==> config.mk <==
export PLATFORM = sky130hd
export DESIGN_NAME = block_dequantizer
export DESIGN_NICKNAME = d
export VERILOG_FILES = /design/src/rtl/block_dequantizer.sv
export SDC_FILE = /design/constraint.sdc
export NUM_CORES = 2
export LEC_CHECK = 0
export BUFFER_PORTS_ARGS = -buffer_cell sky130_fd_sc_hd__buf_2
export CORE_AREA = 2 2 610 612
export CTS_CLUSTER_SIZE = 16
export DETAILED_ROUTE_END_ITERATION = 10
export DIE_AREA = 0 0 612 614
export PLACE_DENSITY_LB_ADDON = 0.08
export SETUP_SLACK_MARGIN = 0.1
export SYNTH_ARGS = -nofsm -noshare
export SYNTH_HDL_FRONTEND = slang
export SYNTH_SLANG_ARGS = --single-unit
==> constraint.sdc <==
create_clock -name clk -period 16.8 [get_ports clk]
set_clock_uncertainty 0.2 [all_clocks]
set_input_delay 0.84 -clock clk [delete_from_list [all_inputs] [get_ports clk]]
set_output_delay 0.84 -clock clk [all_outputs]
set_load 0.005 [all_outputs]
==> src/rtl/block_dequantizer.sv <==
// Block dequantizer: multiplies an 8x8 block of signed coefficients by a
// loadable unsigned quantization table, LANES products per cycle.
//
// Ports:
//   clk, rst                 rising-edge clock, synchronous active-high reset
//   in_block/in_valid/in_ready     64 x COEF_W raster block in, valid/ready
//   q_wr_en/q_wr_addr/q_wr_data    serial table write, q_wr_ready accepts
//   out_block/out_valid/out_ready  64 x OUT_W result out, valid/ready
//   busy                     high while computing or holding a result
module block_dequantizer #(
    parameter int COEF_W = 8,
    parameter int Q_W    = 8,
    parameter int OUT_W  = 16,
    parameter int LANES  = 8
) (
    input  logic                  clk,
    input  logic                  rst,
    input  logic [64*COEF_W-1:0]  in_block,
    input  logic                  in_valid,
    output logic                  in_ready,
    input  logic                  q_wr_en,
    input  logic [5:0]            q_wr_addr,
    input  logic [Q_W-1:0]        q_wr_data,
    output logic                  q_wr_ready,
    output logic [64*OUT_W-1:0]   out_block,
    output logic                  out_valid,
    input  logic                  out_ready,
    output logic                  busy
);

    localparam int GROUPS = 64 / LANES;
    localparam int K_W    = (GROUPS > 1) ? $clog2(GROUPS) : 1;

    typedef enum logic [1:0] {
        IDLE,
        CALC,
        HOLD
    } state_t;

    state_t state, state_nx;

    logic [K_W-1:0]    k;
    logic [COEF_W-1:0] coef_q   [64];
    logic [Q_W-1:0]    q_tab    [64];
    logic [OUT_W-1:0]  out_arr  [64];
    logic [5:0]        lane_idx [LANES];
    logic [OUT_W-1:0]  prod     [LANES];
    logic              last_grp;

    assign last_grp = (k == K_W'(GROUPS - 1));

    always_ff @(posedge clk) begin
        if (rst) begin
            state <= IDLE;
        end else begin
            state <= state_nx;
        end
    end

    always_comb begin
        state_nx   = state;
        in_ready   = 1'b0;
        q_wr_ready = 1'b0;
        out_valid  = 1'b0;
        busy       = 1'b0;
        unique case (state)
            IDLE: begin
                in_ready   = 1'b1;
                q_wr_ready = 1'b1;
                if (in_valid) state_nx = CALC;
            end
            CALC: begin
                busy = 1'b1;
                if (last_grp) state_nx = HOLD;
            end
            HOLD: begin
                busy      = 1'b1;
                out_valid = 1'b1;
                if (out_ready) state_nx = IDLE;
            end
            default: state_nx = IDLE;
        endcase
    end

    // Coefficient is sign-extended and the table entry zero-extended to
    // OUT_W; the low OUT_W bits of that product equal the exact signed
    // result because the full range fits in OUT_W.
    always_comb begin
        for (int l = 0; l < LANES; l++) begin
            lane_idx[l] = 6'(int'(k) * LANES + l);
            prod[l] =
                {{(OUT_W-COEF_W){coef_q[lane_idx[l]][COEF_W-1]}},
                 coef_q[lane_idx[l]]} *
                {{(OUT_W-Q_W){1'b0}}, q_tab[lane_idx[l]]};
        end
    end

    // Table writes and block capture share the IDLE edge; the table is
    // only read in CALC, so a same-edge write is seen by that block.
    always_ff @(posedge clk) begin
        if (rst) begin
            k <= '0;
            for (int j = 0; j < 64; j++) begin
                coef_q[j]  <= '0;
                q_tab[j]   <= Q_W'(1);
                out_arr[j] <= '0;
            end
        end else begin
            unique case (state)
                IDLE: begin
                    if (q_wr_en) q_tab[q_wr_addr] <= q_wr_data;
                    if (in_valid) begin
                        for (int j = 0; j < 64; j++) begin
                            coef_q[j] <= in_block[j*COEF_W +: COEF_W];
                        end
                        k <= '0;
                    end
                end
                CALC: begin
                    for (int l = 0; l < LANES; l++) begin
                        out_arr[lane_idx[l]] <= prod[l];
                    end
                    k <= k + 1'b1;
                end
                default: ;
            endcase
        end
    end

    for (genvar g = 0; g < 64; g++) begin : g_out
        assign out_block[g*OUT_W +: OUT_W] = out_arr[g];
    end

endmodule

==> run metrics <==
outcome finished, final reports clean; Buffers on Ports 1558; initial antenna violation count between 40 and 50; first-pass GRT wire length 597400 um; EDFF count, synth 2048; Mean Syn Cell Area between 10 and 15 um2; Top-Level Pins 1559; fmax 111.3 MHz; syn_nets 8638; aggregate routed wire length 444400 um; pwr dens 177.9 nW/um2; Die Height roughly 610 um; startpoint types flip-flop; Slew @ Worst Pin between 1000 and 1500 ps; root buf cell clkbuf_16; largest net degree at the start of global routing roughly 100; synthesis-stage register bit count 2056; Final setup viols 0; total CTS buffers roughly 240; Routed wire per std cell 30.23 um; layout cells sized above 1 25.97%; routability cong. approximately 0.82; dominant synthesized flop cell edfxtp_1; Final WS setup about 7800 ps; Vias 68650; RSZ-0062 raised after global routing false; Setup TNS Final 0 ps; synthesized instance count 7486; crit-path max FO 48; crit path time final 8981 ps; DRC 0; Relative slew margins 16.23%; die area 375800 um2; worst hold path class in2reg; synth-to-layout area growth 26.50%; Final Cycle Share 53.46%; Synth area leaders edfxtp_1 (62%), fa_1 (5.9%), nor2_1 (4.8%); Final Hold Fails 0; antenna-violating nets left 0; grt ovf 0; Hold WS 57.54 ps; Synth Cell Area 99700 um2; Worst-Skew Late Latency between 900 and 1000 ps; Max clock buf depth 4; post-synthesis sequential area ratio 61.85%; cell taking the most area after synthesis edfxtp_1; worst vdd ir 0.3974 mV; vias per cell ~4.7; # nets final 10660; die width 612 um; crit path DAT 9380 ps; Leakage Power 0.05186 uW; All-Layer GR Usage 22.96%; vias in the first global route about 70000; Slew Viols, Final 0; postcts setup bufs 0; ys async rst share 0%; pre-CTS setup slack 7815 ps; Max Cap Viol 0; top cells by count, synth edfxtp_1 (2048), nor2_1 (1287), and2_1 (731); WP data required 17200 ps; Rows 224; Yosys top cell area share 61.69%; Synth Warn # 0; Critical Path End Type flip-flop; clock-pin slew on the worst setup and hold paths roughly 60 ps; top-count cell post-synth edfxtp_1; CTS tree done; First-pass DRT Iterations 5; core region area about 370000 um2; Initial Utilization around 27%; WS Path Type reg2reg; final core utilization approximately 34%; CTS H-tree lvls 4; Iter 0 DRT Violations 5562; clock sink count 2056; Distinct cells, synth 83; hpwl dp 320200 um
==> routing by layer <==
layer  track usage [%]  up-vias  part of all wire, %
met4             7.347        4                  3.7
met1             30.08    35530                   43
met5                 0        -               0.0050
li1                  -    30320                    -
met2             38.77     2318                   48
met3             3.574      483                  5.7
==> power breakdown <==
group	total, uW	switching, uW	internal [uW]
clock	5130	2240	2890
combinational	10900	8000	2900
sequential	6410	171	6240
==> cell families after synthesis <==
group	synth area share [%]
flops	61.85
mux	4.387
compound gates	4.041
fa+ha+maj	10.02
xor+xnor	0.8597
buf+inv	3.515
simple gates	15.33
==> critical path, cell delays in order (launching register included) <==
cell	delay, ps
dfxtp_4	650
buf_4	690
buf_4	740
nor2b_4	360
a221oi_1	100
nor2_1	450
nor2_1	330
or2_2	380
fa_1	490
fa_1	520
inv_1	60
fa_1	530
inv_1	50
fa_1	480
inv_1	50
ha_1	350
o21ai_0	140
o21ai_0	200
a21oi_1	170
nor3b_2	930
a211o_1	540
nor2_1	80
==> cell type report <==
type,count,area [um2]
tap,4972,6221
clock inverter,135,1152
multi-input combinational,4557,35170
inverter,452,1702
fill,36730,244100
sequential,2056,61680
clock buffer,301,6299
antenna,28,70.07
timing repair buffer,2202,13830
==> state kept, by name, indices dropped and copies added (netlist names), named ones only <==
register and count:
q_tab 512, coef_q 512, k 3, out_arr 1024, state 2
==> cells in the final DEF, fill, tap and decap left out, types with 23 or more instances in the layout <==
cell           count
a22o_1            31
a22oi_1           40
mux2_2            50
buf_4            196
buf_2           1550
a21oi_1          141
clkinv_2          39
mux4_2            96
nor2_1          1283
nand2b_1          25
or2_2            154
o22ai_1           38
or3_1             70
and2_1           728
xnor2_1           25
diode_2           28
nor2b_1          279
ha_1             325
nand2_1           79
clkbuf_16        243
and3_1           278
o21ai_0           59
clkbuf_1          58
inv_1            449
edfxtp_1        2048
a221oi_1          76
clkinv_1          60
xor2_1            23
dlygate4sd3_1    452
fa_1             296
mux2i_1          148
==> metrics by stage <==
step                      instance area (um2)  total power [uW]  instances
final                                  126100             22440      14700
after global routing                   126100             23570      14690
after CTS                              126000             22840      14680
after detailed placement               114100             17570      13790
after global placement                 114100             17550      13790
after floorplan                         99700             11380       7486
==> timing repair <==
| item | in CTS | in global routing |
|---|---|---|
| setup endpoints to repair | 0 | 0 |
| hold buffers | 452 | 0 |
| gates resized for setup | 0 | 0 |
| hold endpoints to repair | 452 | 0 |
==> final timing paths <==
path | slack [ps] | to | start | cells past startpoint
worst max register to register | 7820 | out_arr[61][11]$_SDFFCE_PN0P_ | k[2]$_SDFFE_PP0P_ | 21
worst max-delay path | 7820 | out_arr[61][11]$_SDFFCE_PN0P_ | k[2]$_SDFFE_PP0P_ | 21
worst min-delay path | 60 | coef_q[49][7]$_SDFFCE_PP0P_ | in_block[399] | 2
worst min register to register | 350 | state[0]$_SDFFE_PP0P_ | state[0]$_SDFFE_PP0P_ | 2
Note: power is estimated with default switching activity, not from simulation.
